### src/rtl/op_out_pkg.sv
// Shared definitions for the op_out output stage.
//   - Default sizing constants for channel count, result width and FIFO depth.
//   - ch_idx_t: channel tag type at the default channel count.
//   - rr_search: round-robin search over a non-empty vector, starting at a pointer.
package op_out_pkg;

  localparam int unsigned OP_OUT_NUM_CH = 4;
  localparam int unsigned OP_OUT_DATA_W = 4;
  localparam int unsigned OP_OUT_DEPTH  = 4;

  // Widest channel count the search function handles.
  localparam int unsigned RR_MAX_CH = 32;

  typedef logic [$clog2(OP_OUT_NUM_CH)-1:0] ch_idx_t;

  // Returns 1 if any of the first num_ch bits of nonempty is set. grant is the first set
  // index found searching upward from ptr and wrapping at num_ch. Requires ptr < num_ch.
  function automatic logic rr_search(input  int unsigned          ptr,
                                     input  logic [RR_MAX_CH-1:0] nonempty,
                                     input  int unsigned          num_ch,
                                     output int unsigned          grant);
    logic        found;
    int unsigned j;
    found = 1'b0;
    grant = 0;
    for (int unsigned i = 0; i < RR_MAX_CH; i++) begin
      j = ptr + i;
      if (j >= num_ch) begin
        j = j - num_ch;
      end
      if (!found && (i < num_ch) && nonempty[j[4:0]]) begin
        found = 1'b1;
        grant = j;
      end
    end
    return found;
  endfunction

endpackage

### src/rtl/op_out_fifo.sv
// Single-clock synchronous FIFO buffering one operator channel.
// Ports:
//   clk, rst_n : clock, asynchronous active-low reset (empties the FIFO)
//   push, din  : write request and data; ignored when full unless popped the same cycle
//   pop, dout  : read request and head-of-queue data (dout valid while !empty)
//   full, empty: occupancy status
//   lvl        : current occupancy, 0..DEPTH
module op_out_fifo #(
  parameter  int unsigned DATA_W = 4,
  parameter  int unsigned DEPTH  = 4,
  localparam int unsigned AW     = $clog2(DEPTH),
  localparam int unsigned LW     = AW + 1
) (
  input  logic              clk,
  input  logic              rst_n,
  input  logic              push,
  input  logic              pop,
  input  logic [DATA_W-1:0] din,
  output logic [DATA_W-1:0] dout,
  output logic              full,
  output logic              empty,
  output logic [LW-1:0]     lvl
);

  logic [DATA_W-1:0] mem_q [DEPTH];
  logic [AW-1:0]     wr_ptr_q, wr_ptr_d;
  logic [AW-1:0]     rd_ptr_q, rd_ptr_d;
  logic [LW-1:0]     cnt_q, cnt_d;
  logic              do_push, do_pop;

  always_comb begin
    full    = (cnt_q == LW'(DEPTH));
    empty   = (cnt_q == '0);
    do_pop  = pop && !empty;
    // A pop in the same cycle frees the slot the push needs.
    do_push = push && (!full || do_pop);
    // DEPTH is a power of two, so the pointers wrap naturally.
    wr_ptr_d = do_push ? wr_ptr_q + AW'(1) : wr_ptr_q;
    rd_ptr_d = do_pop  ? rd_ptr_q + AW'(1) : rd_ptr_q;
    cnt_d    = cnt_q + LW'(do_push) - LW'(do_pop);
    dout     = mem_q[rd_ptr_q];
    lvl      = cnt_q;
  end

  always_ff @(posedge clk or negedge rst_n) begin
    if (!rst_n) begin
      wr_ptr_q <= '0;
      rd_ptr_q <= '0;
      cnt_q    <= '0;
    end else begin
      wr_ptr_q <= wr_ptr_d;
      rd_ptr_q <= rd_ptr_d;
      cnt_q    <= cnt_d;
    end
  end

  // Storage needs no reset: contents are only observable through cnt_q.
  always_ff @(posedge clk) begin
    if (do_push) begin
      mem_q[wr_ptr_q] <= din;
    end
  end

endmodule

### src/rtl/op_out_mux.sv
// Multi-channel output stage for the logic-op datapath. Each channel's results are buffered
// in a FIFO and merged round-robin onto one tagged valid/ready stream.
// Ports:
//   clk, rst_n        : clock, asynchronous active-low reset
//   in_data, in_en    : per-channel results and single-cycle strobes (no backpressure)
//   out_data, out_ch  : merged result and its source channel
//   out_en, out_rdy   : output valid / downstream ready; transfer when both are high
//   ovf, clr_ovf      : sticky per-channel drop flags and their clear
//   lvl               : per-channel FIFO occupancy
module op_out_mux
  import op_out_pkg::*;
#(
  parameter  int unsigned NUM_CH = OP_OUT_NUM_CH,
  parameter  int unsigned DATA_W = OP_OUT_DATA_W,
  parameter  int unsigned DEPTH  = OP_OUT_DEPTH,
  localparam int unsigned CH_W   = $clog2(NUM_CH),
  localparam int unsigned LVL_W  = $clog2(DEPTH) + 1
) (
  input  logic                     clk,
  input  logic                     rst_n,
  input  logic [NUM_CH*DATA_W-1:0] in_data,
  input  logic [NUM_CH-1:0]        in_en,
  output logic [DATA_W-1:0]        out_data,
  output logic [CH_W-1:0]          out_ch,
  output logic                     out_en,
  input  logic                     out_rdy,
  output logic [NUM_CH-1:0]        ovf,
  input  logic                     clr_ovf,
  output logic [NUM_CH*LVL_W-1:0]  lvl
);

  logic [NUM_CH-1:0] fifo_push, fifo_pop, fifo_full, fifo_empty;
  logic [DATA_W-1:0] fifo_dout [NUM_CH];

  logic [NUM_CH-1:0] ovf_q, ovf_d, ovf_set;
  logic              out_en_q, out_en_d;
  logic [DATA_W-1:0] out_data_q, out_data_d;
  logic [CH_W-1:0]   out_ch_q, out_ch_d;
  logic [CH_W-1:0]   ptr_q, ptr_d;
  logic              load_en;
  logic              grant_found;
  int unsigned       grant_idx;

  for (genvar g = 0; g < NUM_CH; g++) begin : g_ch
    op_out_fifo #(
      .DATA_W(DATA_W),
      .DEPTH (DEPTH)
    ) u_fifo (
      .clk  (clk),
      .rst_n(rst_n),
      .push (fifo_push[g]),
      .pop  (fifo_pop[g]),
      .din  (in_data[g*DATA_W +: DATA_W]),
      .dout (fifo_dout[g]),
      .full (fifo_full[g]),
      .empty(fifo_empty[g]),
      .lvl  (lvl[g*LVL_W +: LVL_W])
    );
  end

  always_comb begin
    load_en     = !out_en_q || out_rdy;
    grant_idx   = 0;
    grant_found = rr_search(32'(ptr_q), RR_MAX_CH'(~fifo_empty), NUM_CH, grant_idx);

    fifo_pop   = '0;
    ptr_d      = ptr_q;
    out_en_d   = out_en_q;
    out_data_d = out_data_q;
    out_ch_d   = out_ch_q;

    if (load_en) begin
      // With nothing to send the bus goes idle but keeps its last data/tag.
      out_en_d = grant_found;
      if (grant_found) begin
        ptr_d = (grant_idx == NUM_CH - 1) ? '0 : CH_W'(grant_idx + 1);
        for (int unsigned i = 0; i < NUM_CH; i++) begin
          if (grant_idx == i) begin
            fifo_pop[i] = 1'b1;
            out_data_d  = fifo_dout[i];
            out_ch_d    = CH_W'(i);
          end
        end
      end
    end

    // The FIFO itself refuses a push when full and not popped; flag exactly that case.
    fifo_push = in_en;
    ovf_set   = in_en & fifo_full & ~fifo_pop;
    ovf_d     = ovf_set | (ovf_q & ~{NUM_CH{clr_ovf}});
  end

  always_ff @(posedge clk or negedge rst_n) begin
    if (!rst_n) begin
      ovf_q      <= '0;
      out_en_q   <= 1'b0;
      out_data_q <= '0;
      out_ch_q   <= '0;
      ptr_q      <= '0;
    end else begin
      ovf_q      <= ovf_d;
      out_en_q   <= out_en_d;
      out_data_q <= out_data_d;
      out_ch_q   <= out_ch_d;
      ptr_q      <= ptr_d;
    end
  end

  always_comb begin
    out_en   = out_en_q;
    out_data = out_data_q;
    out_ch   = out_ch_q;
    ovf      = ovf_q;
  end

endmodule

### config.mk
export PLATFORM = sky130hd
export DESIGN_NAME = op_out_mux
export DESIGN_NICKNAME = d
export VERILOG_FILES = /design/src/rtl/op_out_pkg.sv /design/src/rtl/op_out_fifo.sv /design/src/rtl/op_out_mux.sv
export SDC_FILE = /design/constraint.sdc
export NUM_CORES = 1
export LEC_CHECK = 0
export BUFFER_PORTS_ARGS = -buffer_cell sky130_fd_sc_hd__buf_4
export CAP_MARGIN = 20
export CORE_ASPECT_RATIO = 1.1
export CORE_MARGIN = 10
export CORE_UTILIZATION = 55
export CTS_CLUSTER_DIAMETER = 200
export DETAILED_ROUTE_END_ITERATION = 7
export PLACE_DENSITY_LB_ADDON = 0.1
export SLEW_MARGIN = 30
export SYNTH_ARGS = -nofsm -noshare
export SYNTH_HDL_FRONTEND = slang
export SYNTH_SLANG_ARGS = --single-unit
### constraint.sdc
create_clock -name clk -period 11.85 [get_ports clk]
set_clock_uncertainty 0.2 [all_clocks]
set_input_delay 0 -clock clk [delete_from_list [all_inputs] [get_ports clk]]
set_output_delay 0 -clock clk [all_outputs]
set_load 0.05 [all_outputs]
==> qor.csv, run 1 <==
stage,metric,value,unit
worst_setup_path,startpoint of the lowest-slack register-to-register path,ptr_q[0],
pwr,power density relative to cell area,297,nW/µm²
worst_setup_path,longest individual stage delay on the worst path,0.53,ns
hold_path,Hold Path Class,in2reg,
global_route,wire length of the first global-routing pass,17800,µm
detailed_routing,Routed WL per cell,18.5,µm
detailed_routing,number of vias in the routed layout,3231,
floorplanning,Die Y,123,µm
detailed_routing,remaining design rule violation count,0,
cts,buffer cell driving the clock tree root,clkbuf_8,
worst_setup_path,Worst R2R End,g_ch[1].u_fifo.lvl[2],
global_route,via count of the first global-routing pass,3485,
run_status,outcome,"finished, final reports clean",
place,final weighted congestion in routability-driven placement,0.884,
place,worst slack after detailed placement,7.10,ns
cts,Clock Pin Slew Worst Setup and Hold Paths,0.11,ns
worst_setup_path,element type at the critical path end,flop,
worst_setup_path,critical path's top delay family,adder cells,
floorplanning,Starting Density,0.567,
detailed_routing,average via count per standard cell,5.59,
detailed_routing,Final ANT Viol Nets,0,
detailed_routing,routed wire length,10700,µm
detailed_routing,detailed router's first-iteration violation count,195,
synthesis,"Cell Area, Synth",5330,µm²
detailed_routing,length of the first detailed-routing pass in iterations,4,
sta,setup tns final,0,ns
sta,final setup fails,0,
cells_and_area,share of post-route cells with drive strength above 1,0.249,
cts,Clock Tree Buf Depth,2,
place,total of buffers placed on input and output ports,46,
pwr,Max VDD drop,0.000203,V
worst_setup_path,crit path kind,reg2reg,
worst_setup_path,number of buffers and inverters on the critical path,2,
worst_setup_path,R2R depth,15,
flow_run,max cap viols,0,
cells_and_area,final core occ,0.664,
floorplanning,cell row count,37,
floorplanning,number of placed I/O pins,47,
synthesis,proportion of synthesized chip area in sequential cells,0.553,
cells_and_area,Area Growth Syn to Fin,17.1,%
sta,actual transition at the worst max-transition pin,0.643,ns
cells_and_area,Inserted Diodes,0,
worst_setup_path,slowest cell on the critical path,mux4_2,
cells_and_area,final net count,517,
cts,TritonCTS Buffers,9,
worst_setup_path,startpoint of the most critical setup path,ptr_q[0],
worst_setup_path,Critical Path RT,11.91,ns
sta,Max transition margin,0.568,
floorplanning,die area,14000,µm²
sta,max-slew violations,0,
worst_setup_path,"critical path, cell by cell",clkinv_1 > ha_1 > mux4_2 > a21oi_1 > nor3_1 > nor4b_1 > a2bb2oi_1 > ha_1 > and3_4 > ha_1 > inv_1 > ha_1 > fa_1 > xor2_1 > xnor2_1,
worst_setup_path,most frequent cell on the critical path,ha_1,
worst_setup_path,crit path launch type,flop,
cts,CTS tree,yes,
worst_setup_path,maximum fanout along the worst path,14,
synthesis,count of unique library cells instantiated by Yosys,58,
sta,max frequency,209,MHz
synthesis,number of synthesized register bits,105,
worst_setup_path,Levels on crit path,15,
worst_setup_path,critical path capture point,g_ch[1].u_fifo.lvl[2],
cts,worst-skew pair later-pin latency,0.38,ns
pwr,LEAKAGE,2.55,nW
global_route,global route total overflow,0,
cts,number of clock sinks,105,
place,post-detailed-placement half-perimeter wirelength,7790,µm
cts,number of setup buffers added after CTS,0,
sta,crit path time final,4.78,ns
synthesis,number of nets produced by synthesis,441,
cts,H-tree depth reported by CTS,3,
global_route,number of antenna violations at the first check in global routing,0,
sta,"crit path setup slack, layout",7.07,ns
global_route,largest net degree at the start of global routing,42,
worst_setup_path,data arrival at the endpoint of the critical path,4.84,ns
synthesis,Yosys warnings,0,
sta,unrepaired setup endpoints after global routing,no,
floorplanning,Floorplan Core Area,9400,µm²
floorplanning,die extent in x,114,µm
sta,"Period Utilization, post-route",0.404,
synthesis,Gate Count Post-Synth,380,
synthesis,Mean Syn Cell Area,14.0,µm²
global_route,aggregate global-route resource usage,0.162,
sta,number of hold violations in the final report,0,
worst_setup_path,r2r setup slk,7.07,ns
==> power breakdown <==
group | switching (W) | leakage [nW] | internal (W)
clock | 0.000132 | 0.0964 | 0.0000821
sequential | 0.000115 | 1.08 | 0.000532
combinational | 0.000565 | 1.37 | 0.000428
==> cells by family (layout without fill, tap and decap cells) <==
| group | Yosys count | count (layout) | synth area share |
|---|---|---|---|
| muxes | 30 | 30 | 0.0963 |
| adders and majority gates | 37 | 37 | 0.0925 |
| DFF | 105 | 105 | 0.553 |
| buffers and inverters | 36 | 117 | 0.0343 |
| AOI/OAI and AO/OA | 51 | 51 | 0.0782 |
| xor gates and xnor gates | 18 | 18 | 0.0296 |
| and+or+nand+nor | 103 | 103 | 0.116 |
==> flip-flops by register name, summed over array words and instances, names as in the netlist <==
name,count
g_ch.u_fifo.mem_q,64
g_ch.u_fifo.lvl,12
g_ch.u_fifo.rd_ptr_q,8
g_ch.u_fifo.wr_ptr_q,8
out_data,4
ovf,4
out_ch,2
ptr_q,2
out_en,1
==> layout make-up <==
type	instances	area [µm²]
timing repair buffer	74	643
multi-input combinational	239	2210
clock buffer	10	128
inverter	27	101
tap	117	146
clock inverter	6	60.1
sequential	105	2950
fill	709	3160
==> Yosys cell counts (all sizes together) <==
cell	count	area [µm²]
a2111oi	1	15.0
a211oi	4	30.0
a21oi	2	10.0
a221o	1	11.3
a22oi	4	30.0
a2bb2oi	1	8.76
a31o	1	17.5
a31oi	1	21.3
a41o	4	41.3
and2	18	114
and2b	3	23.8
and3	8	70.1
buf	1	11.3
clkbuf	8	70.1
clkinv	1	3.75
dfrtp	41	1030
edfxtp	64	1920
fa	4	80.1
ha	33	413
inv	26	97.6
mux2	14	158
mux2i	1	10.0
mux4	15	345
nand2	25	104
nand2b	4	25.0
nand3	7	35.0
nor2	13	48.8
nor2b	7	43.8
nor3	1	5.00
nor3b	1	7.51
nor4	3	18.8
nor4b	4	41.3
o21a	1	7.51
o21ai	16	80.1
o21bai	2	18.8
o22ai	4	25.0
o311a	4	42.5
o31ai	1	7.51
o41ai	4	50.1
or2b	2	16.3
or3	7	63.8
xnor2	11	96.3
xor2	7	61.3
==> worst register-to-register path: stages, from the launching register on <==
cell,delay (ns)
dfrtp_1,0.52
clkinv_1,0.31
ha_1,0.46
mux4_2,0.53
a21oi_1,0.19
nor3_1,0.08
nor4b_1,0.34
a2bb2oi_1,0.24
ha_1,0.51
and3_4,0.30
ha_1,0.12
inv_1,0.04
ha_1,0.18
fa_1,0.37
xor2_1,0.16
xnor2_1,0.13
==> routing by layer <==
layer,track usage,vias to the layer above,wire length [µm]
met5,0,-,0
met4,0.0627,0,204
met3,0.0359,15,411
met2,0.282,60,5580
met1,0.192,1602,4480
li1,-,1554,-
==> stage by stage <==
stage / instances / area (µm²) / total power, W / hold WS, ns
floorplan: 380 / 5330 / 0.00141 / -0.496
global placement: 534 / 5740 / 0.00160 / -0.164
detailed placement: 534 / 5740 / 0.00164 / -0.160
CTS: 578 / 6230 / 0.00187 / 0.147
global route: 578 / 6240 / 0.00201 / 0.148
finish: 578 / 6240 / 0.00185 / 0.153
==> layout by cell type, fill, tap and decap left out, drive strengths merged, types with 7 or more instances in the layout <==
cell and n:
xor2 7, dlygate4sd3 27, dfrtp 41, clkbuf 10, nor2 13, and3 8, buf 47, o21ai 16
xnor2 11, nand3 7, inv 29, mux4 15, or3 7, ha 33, nor2b 7, mux2 14
edfxtp 64, nand2 25, and2 18
==> repair_timing <==
action / CTS / global route
gates resized for setup: 0 / 0
hold endpoints to repair: 124 / 0
hold buffers: 28 / 0
==> worst min-delay path by stage <==
stage	from	endpoint	slack, ns	depth (start not counted)
after floorplan	rst_n	g_ch[0].u_fifo.lvl[0]	-0.50	0
after detailed placement	rst_n	g_ch[1].u_fifo.lvl[0]	-0.16	1
after CTS	in_data[5]	g_ch[1].u_fifo.mem_q[3][1]	0.15	2
final	in_data[9]	g_ch[2].u_fifo.mem_q[2][1]	0.15	2
after global placement	rst_n	g_ch[1].u_fifo.lvl[2]	-0.16	1
after global routing	in_data[3]	g_ch[0].u_fifo.mem_q[0][3]	0.15	2
(Power assumes the default switching activity.)
==> run 2: changes to the inputs <==
- CORE_UTILIZATION: 55 -> 54
- clock period: 11.85 -> 4.1 ns (I/O delays scaled with it)
==> run 2 against run 1 <==
Effect of this change: cell area is 4.0% higher; non-clock buffer count is 23 higher; worst setup slack got worse by 7.0 ns; routed wire length rose by 3.5%; cell count rose by 4.0%; critical path depth did not move; maximum frequency grew 20%; combinational power increased to 3.3 times the previous value; core utilization up 2.0 points; critical path type unchanged.
==> qor.csv, run 2 (same netlist as run 1, synthesis figures left out) <==
stage,metric,value,unit,change
worst_setup_path,r2r setup slk,0.12,ns,-6.95 ns
floorplanning,Die Y,124,µm,+0.77%
floorplanning,cell row count,37,,unchanged
floorplanning,Floorplan Core Area,9490,µm²,+0.99%
sta,"Period Utilization, post-route",0.972,,+0.568
place,total of buffers placed on input and output ports,46,,unchanged
floorplanning,die area,14200,µm²,+1.5%
cts,buffer cell driving the clock tree root,clkbuf_8,,
sta,number of hold violations in the final report,0,,unchanged
cts,CTS tree,yes,,
global_route,via count of the first global-routing pass,3485,,unchanged
global_route,number of antenna violations at the first check in global routing,0,,unchanged
cts,Clock Pin Slew Worst Setup and Hold Paths,0.12,ns,about the same
cts,Clock Tree Buf Depth,2,,unchanged
cells_and_area,register with the highest flop count,g_ch.u_fifo.mem_q,,
cells_and_area,Inserted Diodes,0,,unchanged
detailed_routing,Final ANT Viol Nets,0,,unchanged
cells_and_area,max FFs per register,64,,unchanged
cells_and_area,share of post-route cells with drive strength above 1,0.337,,+0.0873
sta,crit path time final,3.98,ns,-0.798 ns
global_route,wire length of the first global-routing pass,18300,µm,+2.6%
place,DP Cell Count,553,,+3.6%
worst_setup_path,startpoint of the lowest-slack register-to-register path,g_ch[1].u_fifo.lvl[1],,
worst_setup_path,element type at the critical path end,flop,,
cells_and_area,final net count,540,,+4.4%
pwr,power density relative to cell area,876,nW/µm²,+190%
sta,"crit path setup slack, layout",0.116,ns,-6.95 ns
cts,TritonCTS Buffers,9,,unchanged
detailed_routing,detailed router's first-iteration violation count,193,,-1.0%
cells_and_area,sequential cell area in the final layout,2960,µm²,+0.55%
worst_setup_path,R2R depth,15,,unchanged
global_route,aggregate global-route resource usage,0.162,,+0.000447
sta,max-slew violations,0,,unchanged
detailed_routing,number of vias in the routed layout,3352,,+3.7%
global_route,largest net degree at the start of global routing,42,,unchanged
sta,actual transition at the worst max-transition pin,0.524,ns,-0.119 ns
worst_setup_path,data arrival at the endpoint of the critical path,4.09,ns,-0.75 ns
place,post-detailed-placement half-perimeter wirelength,7920,µm,+1.6%
cells_and_area,number of non-filler instances in the completed layout,601,,+4.0%
worst_setup_path,crit path kind,reg2reg,,
hold_path,Hold Path Depth,2,,unchanged
cells_and_area,final core occ,0.683,,+0.0196
cells_and_area,# fillers,661,,-6.8%
hold_path,Hold Path Class,in2reg,,
detailed_routing,routed wire length,11100,µm,+3.5%
detailed_routing,length of the first detailed-routing pass in iterations,4,,unchanged
floorplanning,Starting Density,0.561,,-0.00553
floorplanning,die extent in x,115,µm,+0.76%
worst_setup_path,Critical Path RT,4.21,ns,-7.70 ns
floorplanning,number of placed I/O pins,47,,unchanged
worst_setup_path,Worst R2R End,g_ch[0].u_fifo.lvl[2],,
run_status,outcome,"finished, final reports clean",,
global_route,global route total overflow,0,,unchanged
place,worst slack after detailed placement,0.0454,ns,-7.05 ns
detailed_routing,remaining design rule violation count,0,,unchanged
sta,worst hold margin,0.156,ns,+0.00262 ns
cells_and_area,"top library cells by usage in the layout, fill and taps aside","buf_4 (69), edfxtp_1 (64), ha_1 (28), dfrtp_1 (28), dlygate4sd3_1 (27)",,
cells_and_area,most frequent standard cell in the layout excluding fill and tap cells,buf_4,,
sta,max frequency,251,MHz,+20%
place,final weighted congestion in routability-driven placement,0.891,,+0.78%
sta,setup tns final,0,ns,unchanged
pwr,Max VDD drop,0.000566,V,+180%
worst_setup_path,maximum fanout along the worst path,5,,-9
cells_and_area,area used by multi-input combinational logic,2260,µm²,+2.3%
sta,Max transition margin,0.651,,+0.0825
hold_path,Hold EP,g_ch[2].u_fifo.mem_q[0][1],,
detailed_routing,Routed WL per cell,18.4,µm,-0.45%
cts,number of clock sinks,105,,unchanged
cells_and_area,Area Growth Syn to Fin,21.7,%,
cts,H-tree depth reported by CTS,3,,unchanged
sta,final setup fails,0,,unchanged
worst_setup_path,crit path launch type,flop,,
hold_path,Hold Path Origin,in_data[9],,
cts,worst-skew pair later-pin latency,0.38,ns,about the same
detailed_routing,average via count per standard cell,5.58,,-0.23%
pwr,LEAKAGE,2.65,nW,+4.2%
flow_run,max cap viols,0,,unchanged
[run 2: changes by cell type in the layout (fill, tap and decap cells not counted), moves of 4 or more]
| cell | previous run | this run |
|---|---|---|
| dfrtp_1 | 41 | 28 |
| buf_4 | 46 | 69 |
| ha_1 | 33 | 28 |
| ha_2 | 0 | 4 |
| dfrtp_2 | 0 | 13 |
[run 2: through the flow]
step | total power (W) | instance area, µm²
finish | 0.00568 | 6490
global placement | 0.00485 | 5910
floorplan | 0.00408 | 5350
detailed placement | 0.00494 | 5910
CTS | 0.00563 | 6410
global route | 0.00612 | 6490
[run 2: where the power goes]
group          leakage [nW]  internal (W)  switching, W
combinational          1.49       0.00144       0.00179
sequential             1.06       0.00155      0.000260
clock                 0.100      0.000238      0.000398
[run 2: area by class of cell]
type / count / share of cell area
sequential: 105 / 0.457
tap: 117 / 0.0226
clock buffer: 9 / 0.0191
multi-input combinational: 239 / 0.349
clock inverter: 7 / 0.0108
inverter: 27 / 0.0158
timing repair buffer: 97 / 0.126
[run 2: timing repair]
item,in CTS,in global routing
hold endpoints to repair,122,0
buffers inserted,0,4
hold buffers,28,0
endpoints found under the setup margin,2,7
gates resized for setup,1,13
pin swaps,0,5
[run 2: worst max path at each step]
stage                                 end                  start  cells after the start  slack (ns)
floorplan           g_ch[1].u_fifo.lvl[2]  g_ch[3].u_fifo.lvl[0]                     14        0.04
global placement    g_ch[0].u_fifo.lvl[2]  g_ch[0].u_fifo.lvl[2]                     14        0.13
detailed placement  g_ch[0].u_fifo.lvl[2]  g_ch[0].u_fifo.lvl[2]                     14        0.05
CTS                 g_ch[2].u_fifo.lvl[2]  g_ch[0].u_fifo.lvl[2]                     14      -0.002
global route        g_ch[2].u_fifo.lvl[2]               ptr_q[0]                     16       -0.01
finish              g_ch[0].u_fifo.lvl[2]  g_ch[1].u_fifo.lvl[1]                     15        0.12
[run 2: routing by layer]
| layer | track usage | wire (µm) |
|---|---|---|
| met5 | 0 | 0 |
| met4 | 0.0611 | 204 |
| met3 | 0.0313 | 491 |
| met2 | 0.270 | 5610 |
| met1 | 0.206 | 4750 |
[run 2: critical path, stage by stage (launching register included)]
cell	delay, ns
dfrtp_2	0.42
or3_4	0.42
mux4_2	0.51
a21oi_2	0.14
nor3_1	0.09
nor4b_4	0.33
a2bb2oi_2	0.23
ha_2	0.23
and3_4	0.19
ha_1	0.22
inv_1	0.06
ha_1	0.13
inv_1	0.04
fa_1	0.37
xnor2_1	0.20
xnor2_1	0.13
